===== config.mk =====
export PLATFORM = sky130hd
export DESIGN_NAME = p2s_gearbox
export DESIGN_NICKNAME = d
export VERILOG_FILES = /design/src/rtl/p2s_gearbox.sv
export SDC_FILE = /design/constraint.sdc
export NUM_CORES = 1
export LEC_CHECK = 0
export CELL_PAD_IN_SITES_DETAIL_PLACEMENT = 1
export CELL_PAD_IN_SITES_GLOBAL_PLACEMENT = 1
export CORE_MARGIN = 5
export CORE_UTILIZATION = 35
export DETAILED_ROUTE_END_ITERATION = 8
export GPL_TIMING_DRIVEN = 1
export HOLD_SLACK_MARGIN = 0.12
export MAX_ROUTING_LAYER = met4
export PLACE_DENSITY_LB_ADDON = 0.1
export SLEW_MARGIN = 20
export SYNTH_ARGS = -nofsm -noshare
export SYNTH_HDL_FRONTEND = slang
export SYNTH_SLANG_ARGS = --single-unit

===== constraint.sdc =====
create_clock -name clk -period 1.8 [get_ports clk]
set_input_delay 0.27 -clock clk [delete_from_list [all_inputs] [get_ports clk]]
set_output_delay 0.27 -clock clk [all_outputs]
set_load 0.005 [all_outputs]

===== src/rtl/p2s_gearbox.sv =====
`timescale 1ns/1ps
`default_nettype none
// ============================================================================
// Module   : p2s_gearbox
// Purpose  : Parallel-to-serial gearbox. Takes one DATA_W-bit word over a
//            valid/ready handshake and emits it as DATA_W/LANE_W beats of
//            LANE_W bits, LSB lane first or MSB lane first. The final beat
//            of each word is flagged with s_last_o. Back-to-back words run
//            with no idle cycle between them.
// Revision : 1.0 - initial release
// ============================================================================
module p2s_gearbox #(
  parameter int DATA_W    = 16,
  parameter int LANE_W    = 4,
  parameter int MSB_FIRST = 0
) (
  input  logic              clk,
  input  logic              reset,
  input  logic              p_valid_i,
  input  logic [DATA_W-1:0] p_data_i,
  output logic              p_ready_o,
  output logic              s_valid_o,
  output logic [LANE_W-1:0] s_data_o,
  output logic              s_last_o,
  input  logic              s_ready_i
);

  localparam int BEATS = DATA_W / LANE_W;
  localparam int CNT_W = (BEATS > 1) ? $clog2(BEATS) : 1;
  localparam logic [CNT_W-1:0] LAST_BEAT = CNT_W'(BEATS - 1);

  // Word width must split evenly into lanes.
  if ((DATA_W % LANE_W) != 0) begin : g_width_check
    $error("p2s_gearbox: DATA_W (%0d) must be a multiple of LANE_W (%0d)", DATA_W, LANE_W);
  end

  typedef enum logic [0:0] {
    IDLE  = 1'b0,
    SHIFT = 1'b1
  } state_t;

  state_t            state;
  logic [DATA_W-1:0] data_q;
  logic [CNT_W-1:0]  beat_q;

  logic              is_last;
  logic              p_accept;
  logic              s_accept;
  logic [LANE_W-1:0] lane;
  logic [DATA_W-1:0] shifted;

  // Lane selection and shift direction are fixed at elaboration time.
  if (MSB_FIRST != 0) begin : g_msb_first
    assign lane    = data_q[DATA_W-1 -: LANE_W];
    assign shifted = data_q << LANE_W;
  end else begin : g_lsb_first
    assign lane    = data_q[LANE_W-1:0];
    assign shifted = data_q >> LANE_W;
  end

  assign is_last   = (beat_q == LAST_BEAT);
  assign s_valid_o = (state == SHIFT);
  assign s_last_o  = s_valid_o & is_last;
  assign s_data_o  = s_valid_o ? lane : '0;

  // The only combinational path: accepting the last beat frees the holding
  // register in the same cycle, so the next word can be taken with no bubble.
  assign p_ready_o = (state == IDLE) | ((state == SHIFT) & s_ready_i & is_last);

  assign p_accept  = p_valid_i & p_ready_o;
  assign s_accept  = s_valid_o & s_ready_i;

  // Word load has priority over the final shift; otherwise each accepted
  // beat advances the lane, and the last one returns the block to IDLE.
  always_ff @(posedge clk) begin
    if (reset) begin
      state  <= IDLE;
      data_q <= '0;
      beat_q <= '0;
    end else if (p_accept) begin
      state  <= SHIFT;
      data_q <= p_data_i;
      beat_q <= '0;
    end else if (s_accept) begin
      if (is_last) begin
        state  <= IDLE;
        beat_q <= '0;
      end else begin
        data_q <= shifted;
        beat_q <= beat_q + CNT_W'(1);
      end
    end
  end

endmodule
`default_nettype wire

# Word-level counts from Yosys, hierarchy flattened
# Index checks and enable logic that the tools add are counted.
[op_classes] addsub=1 mul=0 div_mod_pow=0 n_lt_le_gt_ge=0 n_eq_ne=2 shifts=0 mux=8 bitwise=6 reduce_logical=5
[ops] cell="$mux W16" n=3
[ops] cell="$and A1 B1 Y1" n=4
[ops] cell="$mux W4" n=1
[ops] cell="$reduce_and A2 Y1" n=2
[ops] cell="$reduce_bool A2 Y1" n=2
[ops] cell="$mux W1" n=3
[ops] cell="$add A2 B1 Y2 const B" n=1
[ops] cell="$eq A2 B2 Y1 const B" n=1
[ops] cell="$mux W2" n=1
[ops] cell="$ne A2 B1 Y1 const B" n=1
[ops] cell="$reduce_or A2 Y1" n=1
[ops] cell="$not A1 Y1" n=1
[ops] cell="$or A1 B1 Y1" n=1
[totals] regBits=19 latch_bits=0 mem_bits_rw=0 mem_bits_ro=0 inputBits=20 out_inout_bits=7 word_cells=25 memories=0

# Logic depth before layout (Yosys ltp)
[depth] word_depth=6 mapped_depth=5 mapped_depth_nobuf=4

# Worst setup path after synthesis
# OpenSTA, ideal clock, no wires.
[synth_timing] path_kind="reg2reg" from="register beat_q[0]" to="register data_q[0]" setup_ps=60 arrival_time_ps=1248 required_time_ps=1740 path_slack_ps=492 stages_incl_launch_ff=6 path_buffers=1 period_less_slack_ps=1308 path_cell_list="dfxtp_1 ha_1 nand2b_1 a21oi_4 buf_6 o221a_1"
[synth_via] elab_chain_len=6 word_cells_on_any_way=8 classes_between="2 x eq/ne; 1 x mux; 3 x bitwise; 2 x reduce/logical"
[synth_rtl] item="start: declaration" line_no="44" rtl="logic [CNT_W-1:0] beat_q;"
[synth_rtl] item="start signal: assignment" line_no="90" rtl="beat_q <= beat_q + CNT_W'(1);"
[synth_rtl] item="$eq A2 B2 Y1 *" line_no="61" rtl="assign is_last = (beat_q == LAST_BEAT);"
[synth_rtl] item="$and A1 B1 Y1" line_no="68" rtl="assign p_ready_o = (state == IDLE) | ((state == SHIFT) & s_ready_i & is_last);"
[synth_rtl] item="$or A1 B1 Y1" line_no="68"
[synth_rtl] item="$and A1 B1 Y1" line_no="70" rtl="assign p_accept = p_valid_i & p_ready_o;"
[synth_rtl] item="$ne A2 B1 Y1 (no source line) or $reduce_bool A2 Y1 (tied branches)"
[synth_rtl] item="$reduce_and A2 Y1 (no source line)"
[synth_rtl] item="end signal: assignment" line_no="82" rtl="data_q <= p_data_i;"
[synth_rtl] item="end signal: assignment" line_no="89" rtl="data_q <= shifted;"
[synth_rtl] item="end: declaration" line_no="43" rtl="logic [DATA_W-1:0] data_q;"
# Mark *: on every way between the ends. The rest lies on a longest branch, timed or not.
# A chain may end at the register's enable or synchronous reset.

# Worst setup path after layout
[layout_timing] from="register beat_q[1]" to="output s_last_o"
[layout_via] elab_chain_len=2
[layout_rtl] item="$eq A2 B2 Y1" line_no="61"
[layout_rtl] item="$and A1 B1 Y1" line_no="63" rtl="assign s_last_o = s_valid_o & is_last;"
[layout_rtl] item="end: declaration" line_no="24" rtl="output logic s_last_o,"
# No other way between the ends.

==> flow_metrics.py <==
metrics = {
    "synthesis": {
        "yosysMostFrequentCell": "dfxtp_1",
        "synth.avg_cell_area_sq_um": 10.4,
        "synth_flop_cell": "dfxtp_1",
        "synth-edff-count": 0,
        "yosys_warnings": 0,
        "synth_commonest_cells": "dfxtp_1, a21oi_1, inv_1",
        "yosysTopAreaCellShare_pct": 40.6,
        "synth_sequential_area_ratio_pct": 40.6,
        "syn_area_sq_um": 937,
        "syn-instance-count": 90,
        "post-synth-top-area-cell": "dfxtp_1",
        "syn_nets": 111,
        "synth.lib_cells_used.distinct": 22,
        "ffs_w_async_s_r_synth_pct": 0,
        "synth.top_cells.by_area": "dfxtp_1, o221a_1, a21oi_1, o32ai_2, inv_1",
        "synth.ff_latch_count": 19,
    },
    "timing": {
        "slew_viol_final": 0,
        "report.final.setup_viol": 0,
        "grt_setup_unrepaired": "no",
        "worst-slew-pin-transition_ns": 0.218,
        "finalHoldViolCount": 0,
        "final_critical_path_setup_slack_ns": 0.107,
        "final_min_period_over_clock_period_pct": 94.0,
        "fmax_mhz": 591,
        "post-route-min-period_ns": 1.69,
        "maxSlewHeadroom_pct": 85.4,
        "fin_skew_ns": 0.00885,
        "totalNegativeSetupSlack_ns": 0,
    },
    "worst_hold_path": {
        "hold_class": "reg2reg",
    },
    "floorplan": {
        "floorplan.initialDensity_pct": 37.2,
        "chipWidth_microns": 61.7,
        "coreArea_sq_um": 2520,
        "ios": 27,
        "row_count": 18,
        "die-area_sq_um": 3810,
        "floorplan.die.height_microns": 61.7,
    },
    "critical_path": {
        "worst-endpoint-required_ns": 1.53,
        "slowest_delay_ns": 0.49,
        "critical_path.top_delay_family": "buffers and inverters",
        "cpMaxStageDelayCell": "clkdlybuf4s50_1",
        "setup.worst_path.start_class": "flip-flop",
        "crit_type": "reg2out",
        "timing.critical_path.fanout_max": 4,
        "crit_chain": "ha_4 -> and2_1 -> clkdlybuf4s50_1",
        "data_arrival_time_of_the_critical_path_ns": 1.42,
        "cp_endpoint_kind": "output pin",
        "worstPathBufferInverterCount": 1,
    },
    "routing": {
        "drt_drc_violations_left": 0,
        "antenna_violating_nets_post_route": 0,
        "drtIter0Drc": 7,
        "postRouteWirelength_microns": 2210,
        "detail_route.first_pass.iterations": 3,
        "vias_per_cell": 5.23,
        "routed-via-count": 785,
        "route.detailed.wl_per_inst_microns": 14.7,
    },
    "pwr": {
        "power.density_cell_area_nw_per_um2": 692,
        "p_leak_nw": 0.488,
        "power.ir.vdd_worst_mv": 0.573,
    },
    "grt": {
        "number_of_global_route_vias_before_repair": 772,
        "grt_antenna_before_repair": 0,
        "gr-total-overflow": 0,
        "gr_util_all_layers_pct": 12.8,
        "pin_count_of_the_biggest_net_entering_global_routing": 17,
        "wire_length_of_the_first_global_routing_pass_microns": 3440,
    },
    "cts": {
        "cts-root-buf": "clkbuf_4",
        "number_of_sinks_on_the_clock_net": 19,
        "clock_input_transition_at_the_sequential_cells_of_the_worst_setup_and_hold_paths_ns": 0.11,
        "numCtsBuffers": 3,
        "holdBufCountCts": 0,
        "cts_tree": "built",
        "clock_insertion_delay_at_the_later_pin_of_the_skew_report_ns": 0.30,
        "cts_htree_levels": 1,
        "max-clock-path-buffers": 2,
    },
    "placement": {
        "numPortBuffers": 26,
        "hpwl_reported_at_the_end_of_detailed_placement_microns": 1600,
        "placement.setup.worst_slack_ns": 0.0732,
        "numPlacedInstances": 145,
        "gp_congestion": 0.730,
    },
    "cells_and_area": {
        "synthToLayoutAreaGrowth_pct": 37.2,
        "layout_cells_sized_above_1_pct": 21.7,
        "antenna-diode-count": 0,
        "post_layout_nonfiller_instances": 150,
        "num-nets-final": 142,
    },
    "status": {
        "run_status": "complete, no violations",
    },
    "job": {
        "maxCapViolCount": 0,
    },
}
[timing repair]
action,4_1_cts,5_1_grt
gates resized for setup,5,1
setup buffers,0,1
setup endpoints to repair,2,1
[worst min-delay path, delay by kind of cell (launching register included)]
kind	cells	cell delay, ns
DFF	1	0.31
AOI/OAI and AO/OA	1	0.09
buffers and inverters	1	0.07
[report_power, final]
group          internal [mW]  total (mW)  switching [mW]
Clock                 0.0828       0.216           0.133
Combinational          0.117       0.199          0.0820
Sequential             0.455       0.475          0.0195
Total                  0.655       0.890           0.235
[cells by family after synthesis]
group / synth area share, %
DFF: 40.6
muxes: 2.14
adders and majority gates: 1.33
and+or+nand+nor: 12.4
AOI/OAI and AO/OA: 32.7
buffers and inverters: 10.8
[state kept, by name (all words and copies together), names as in the netlist]
name and flops:
s_valid_o 1, beat_q 2, data_q 16
[cell type report]
cell class	count	area [sq um]
fill	288	1240
multi-input combinational	52	468
sequential	19	384
timing repair buffer	32	320
inverter	13	48.8
tap	30	37.5
clock buffer	3	22.5
clock inverter	1	5.00
[per-stage QoR]
step / power, mW / area (sq um) / utilization [%] / hold slack, ns
finish: 0.890 / 1290 / 51.0 / 0.509
global route: 0.942 / 1290 / 51.0 / 0.527
CTS: 0.904 / 1280 / 50.6 / 0.511
detailed placement: 0.683 / 1230 / 48.9 / 0.495
global placement: 0.674 / 1230 / 48.9 / 0.477
floorplan: 0.592 / 937 / - / 0.381
[metal layers]
metal  wire length [microns]  share of wire [%]  GRT usage (%)  up-vias
met3                     133                6.0           3.72        2
met2                    1100                 50           21.8       20
met5                       0                  0              -        -
met4                       9               0.41           2.73        0
li1                        -                  -              -      388
met1                     963                 44           14.9      375
[cell usage in the layout (no fill, tap or decap), drive strengths merged, types with 2 or more instances in the layout]
cell type,n
a21oi,14
and2,5
buf,6
clkbuf,3
clkdlybuf4s50,25
dfxtp,19
inv,13
mux2i,2
nand2,3
nand2b,5
o221a,12
o32ai,4
[worst paths after layout]
kind | startpoint | to | slack, ns | cells past startpoint
worst min-delay path | data_q[14] | data_q[14] | 0.51 | 2
worst max-delay path | beat_q[1] | s_last_o | 0.11 | 3
worst min register to register | data_q[14] | data_q[14] | 0.51 | 2
worst max register to register | beat_q[1] | data_q[4] | 0.52 | 5
No activity file was read; power rests on OpenSTA's default activity.
==> variant 1, RTL diff (same flow settings) <==
The parameter `DATA_W` goes from 16 to 32.
--- a/src/rtl/p2s_gearbox.sv
+++ b/src/rtl/p2s_gearbox.sv
@@ -12,3 +12,3 @@
 module p2s_gearbox #(
-  parameter int DATA_W    = 16,
+  parameter int DATA_W    = 32,
   parameter int LANE_W    = 4,
Interface: changed (resized p_data_i); port bits go from 27 to 43. No check against the original RTL was run, so the function may have changed too.
==> variant 1 against the original RTL <==
Final cell count is 74% higher; count of clock-buffer cells in the layout is 4 higher; power is 110% higher; area after synthesis is 73% higher; setup slack worse by 0.045 ns; critical endpoint is now p_ready_o; highest routed layer unchanged; sequential share of layout area is 2.8 points higher; wire length is 99% higher; first-iteration DRC count grew to 13 times the old value; sequential cell count is 17 higher; cell area is 72% higher.
==> variant 1: results <==
export IMPL_status="completed"
export IMPL_wirelength_um=4390
export IMPL_yosys_warnings=0
export IMPL_wl_met2_um=1960
export IMPL_topRoutingLayerUsed="met4"
export IMPL_cp_slowest_cell="dfxtp_2"
export IMPL_post_place_cells=253
export IMPL_max_stage_delay_ns=0.33
export IMPL_async_flop_share_pct=0
export IMPL_ff2ff_path_depth=6
export IMPL_drc=0
export IMPL_grt_pass1_vias=1480
export IMPL_synthTopCellsByArea="dfxtp_1 (44%), o221a_2 (13%), a21oi_1 (9.0%), inv_1 (6.7%), o221a_1 (6.3%)"
export IMPL_yosysSeqAreaShare_pct=44.4
export IMPL_p_leak_nw=0.878
export IMPL_clk_latency_ns=0.29
export IMPL_cts_root_buffer="clkbuf_8"
export IMPL_fin_skew_ns=0.00951
export IMPL_antenna_cells=0
export IMPL_path_delay_family="adder cells"
export IMPL_synth_commonest_cells="dfxtp_1 (36), a21oi_1 (29), inv_1 (29)"
export IMPL_avgSynthCellArea_um2=9.71
export IMPL_worst_slew_pin_slew_ns=0.270
export IMPL_grt_max_degree=41
export IMPL_fin_cells=261
export IMPL_n_fill_cell=498
export IMPL_timing_rr_start="beat_q[0]"
export IMPL_largest_reg_flops=32
export IMPL_crit_fanout=5
export IMPL_finalWeightedCongestion=0.803
export IMPL_grt_pass1_wl_um=7230
export IMPL_wl_met1_um=2150
export IMPL_drt_pass1_iter_count=4
export IMPL_hold_start="data_q[28]"
export IMPL_drt_initial_drc_count=94
export IMPL_hold_buffers=0
export IMPL_r2r_slack_ns=0.16
export IMPL_clock_path_buffers=2
export IMPL_hold_depth=2
export IMPL_drive_above_1_share_pct=20.1
export IMPL_cts_buffers=5
export IMPL_r2r_end="data_q[17]"
export IMPL_io_buffers=42
export IMPL_crit_arrival_ns=1.47
export IMPL_vias=1386
export IMPL_ys_types=24
export IMPL_cts_htree_levels=2
export IMPL_ir_worst_vdd_v=0.000392
export IMPL_place_hpwl_um=2950
export IMPL_grt_total_usage_pct=15.0
export IMPL_clkTransAtPathRegs_ns=0.08
export IMPL_wl_met3_um=229
export IMPL_synth_nets=205
export IMPL_min_path_type="register to register"
export IMPL_holdPathEnd="data_q[28]"
[variant 1: cell count changes after synthesis, moves of 3 or more]
cell,before,now
o221a_2,3,19
dfxtp_1,19,36
o32ai_2,4,0
buf_2,0,3
inv_1,13,29
o32ai_1,0,4
a21oi_1,13,29
buf_4,0,3
[variant 1: logic make-up (layout without fill, tap and decap cells)]
kind of cell             after synthesis  count (layout)  share of synthesized area, %
flip-flops                            36              36                          44.4
adder cells (fa/ha/maj)                2               2                          1.54
AO/OA/AOI/OAI                         65              65                          32.8
multiplexers                           2               2                          1.23
AND/OR/NAND/NOR                       19              19                          7.25
buffers and inverters                 43              85                          12.7
[variant 1: worst max-delay path by stage]
stage / startpoint / to / slack (ns) / depth (start not counted)
after global routing: beat_q[0] / p_ready_o / 0.02 / 4
after detailed placement: beat_q[0] / p_ready_o / 0.07 / 4
after global placement: s_ready_i / p_ready_o / 0.13 / 3
final: beat_q[0] / p_ready_o / 0.06 / 4
after floorplan: beat_q[0] / data_q[18] / 0.25 / 6
after CTS: s_valid_o / s_data_o[3] / 0.003 / 2
[variant 1: cell type report]
| class | instances | share of cell area [%] |
|---|---|---|
| inverters | 29 | 4.91 |
| repair buffers | 49 | 22.9 |
| well taps | 52 | 2.93 |
| flip-flops and latches | 36 | 32.7 |
| clock buffers | 7 | 4.34 |
| multi-input cells | 88 | 32.3 |
[variant 1: per-stage QoR]
stage          setup slack (ns)  instance area [um2]  hold WS, ns  power [mW]
4_1_cts                 0.00310                 2210        0.493        1.88
5_1_grt                  0.0211                 2220        0.523        1.97
6_report                 0.0626                 2220        0.491        1.87
3_5_place_dp             0.0727                 2090        0.483        1.26
3_3_place_gp              0.127                 2090        0.475        1.24
2_1_floorplan             0.255                 1620        0.437        1.10
[variant 1: worst register-to-register path: cells and delay by family (launching register included)]
family	cells	cell delay, ns
flip-flops	1	0.33
buffers and inverters	1	0.25
AO/OA/AOI/OAI	2	0.41
adder cells (fa/ha/maj)	2	0.36
AND/OR/NAND/NOR	1	0.23
[variant 1: repair_timing]
| action | CTS | global route |
|---|---|---|
| gates resized for setup | 7 | 2 |
| endpoints found under the setup margin | 2 | 5 |
| endpoints found under the hold margin | 0 | 0 |
| setup buffers | 1 | 0 |
[variant 1: per-layer routing]
metal / track usage (%) / vias up
li1: - / 683
met1: 20.1 / 661
met2: 21.8 / 36
met3: 4.35 / 6
met4: 4.73 / 0
met5: - / -
[variant 1: power by group]
| part | switching (mW) | internal, mW | total [mW] |
|---|---|---|---|
| Sequential | 0.0427 | 0.868 | 0.910 |
| Combinational | 0.139 | 0.195 | 0.334 |
| Clock | 0.282 | 0.341 | 0.623 |
==> variant 2, RTL diff (config.mk and constraints unchanged) <==
Without the edit above. Reset style: asynchronous (`reset`), changed in one clocked block.
--- a/src/rtl/p2s_gearbox.sv
+++ b/src/rtl/p2s_gearbox.sv
@@ -74,3 +74,3 @@
   // beat advances the lane, and the last one returns the block to IDLE.
-  always_ff @(posedge clk) begin
+  always_ff @(posedge clk or posedge reset) begin
     if (reset) begin
Check against the original RTL: differs if reset is asserted again (counterexample within 4 cycles, from zero or initial values and one cycle with reset high); with reset held inactive, the same outputs for 10 cycles.
==> variant 2 against the original RTL <==
Sequential cell count stayed put; critical path depth is 2 higher; first-iteration DRC count rose to 6.0 times the old value; setup slack improved by 0.0068 ns; cell area is 30% higher; combinational power rose to 5.1 times the old value; power up 120%; sequential power up 50%; area after synthesis increased by 34%; register-to-register slack worse by 0.36 ns; wire length up 49%; critical path type unchanged; critical endpoint is now s_data_o[2].
==> variant 2: results <==
export IMPL_dp_slack_ns=0.0681
export IMPL_grt_pass1_vias=1165
export IMPL_min_path_type="input pin to asynchronous set/reset pin"
export IMPL_place_area_um2=1550
export IMPL_ys_types=26
export IMPL_final_area_um2=1670
export IMPL_cts_htree_levels=1
export IMPL_p_leak_nw=0.752
export IMPL_post_place_cells=203
export IMPL_synth_nets=153
export IMPL_slew_headroom_pct=50.2
export IMPL_fin_skew_ns=0.00623
export IMPL_max_stage_delay_ns=0.44
export IMPL_drive_above_1_share_pct=25.3
export IMPL_antenna_cells=0
export IMPL_synth_commonest_cells="dfrtp_1 (19), a21oi_1 (15), inv_1 (13), nand2b_1 (13), a211oi_2 (12)"
export IMPL_status="completed"
export IMPL_cts_root_buffer="clkbuf_4"
export IMPL_grt_total_usage_pct=13.5
export IMPL_grt_pass1_wl_um=5290
export IMPL_synthCells=132
export IMPL_fin_cells=216
export IMPL_vias_per_cell=4.96
export IMPL_wirelength_um=3290
export IMPL_grt_max_degree=20
export IMPL_async_flop_share_pct=100
export IMPL_cp_slowest_cell="dfrtp_1"
export IMPL_yosysSeqAreaShare_pct=37.9
export IMPL_place_hpwl_um=2230
export IMPL_n_fill_cell=399
export IMPL_finalWeightedCongestion=0.754
export IMPL_ir_worst_vdd_v=0.000564
export IMPL_synth_compound_area_share_pct=24.9
export IMPL_synth_adder_area_share_pct=0.998
export IMPL_synthTopCellsByArea="dfrtp_1 (38%), a211oi_2 (12%), nand2b_1 (6.5%), a21oi_1 (6.0%), buf_6 (5.4%)"
export IMPL_drt_initial_drc_count=42
export IMPL_synthMuxAreaShare_pct=0.898
export IMPL_cts_buffers=3
export IMPL_final_nets=192
export IMPL_drt_pass1_iter_count=5
-- variant 2: changes by cell type in the layout (fill, tap and decap cells not counted), sizes merged, moves of 6 or more --
cell / before / now
o221a: 12 / 0
buf: 6 / 19
dfxtp: 19 / 0
dfrtp: 0 / 19
nand2b: 5 / 14
a211oi: 0 / 14
nor3: 0 / 12
nor2: 1 / 8
clkdlybuf4s50: 25 / 19
-- variant 2: path summary, 6_finish.rpt --
kind,startpoint,end,slack [ns],cells after the start
max,s_valid_o,s_data_o[2],0.11,5
min,reset,beat_q[0],0.30,3
max reg2reg,beat_q[1],data_q[11],0.16,5
min reg2reg,data_q[10],data_q[10],0.53,2
max in group asynchronous,reset,data_q[1],1.28,3
min in group clk,data_q[10],data_q[10],0.53,2
-- variant 2: timing repair --
action	CTS	global route
setup endpoints to repair	6	5
resized for setup	4	7
buffers inserted	3	5
pin swaps	1	0
cloned	0	1
-- variant 2: layer usage --
metal	GRT usage (%)	wire (um)	vias to the layer above
li1	-	-	526
met1	15.7	1470	519
met2	22.2	1670	22
met3	3.01	109	4
met4	6.17	42	0
met5	-	0	-
-- variant 2: report_power, final --
| group | internal (mW) | switching [mW] | leakage [nW] |
|---|---|---|---|
| Clock | 0.0862 | 0.136 | 0.0150 |
| Combinational | 0.548 | 0.474 | 0.518 |
| Sequential | 0.606 | 0.108 | 0.219 |
| Total | 1.24 | 0.718 | 0.752 |
-- variant 2: final cells by class --
| type | instances | area share (%) |
|---|---|---|
| clock buffers | 4 | 1.58 |
| multi-input cells | 89 | 38.5 |
| well taps | 46 | 3.45 |
| repair buffers | 45 | 25.1 |
| flip-flops and latches | 19 | 28.5 |
| inverters | 13 | 2.93 |
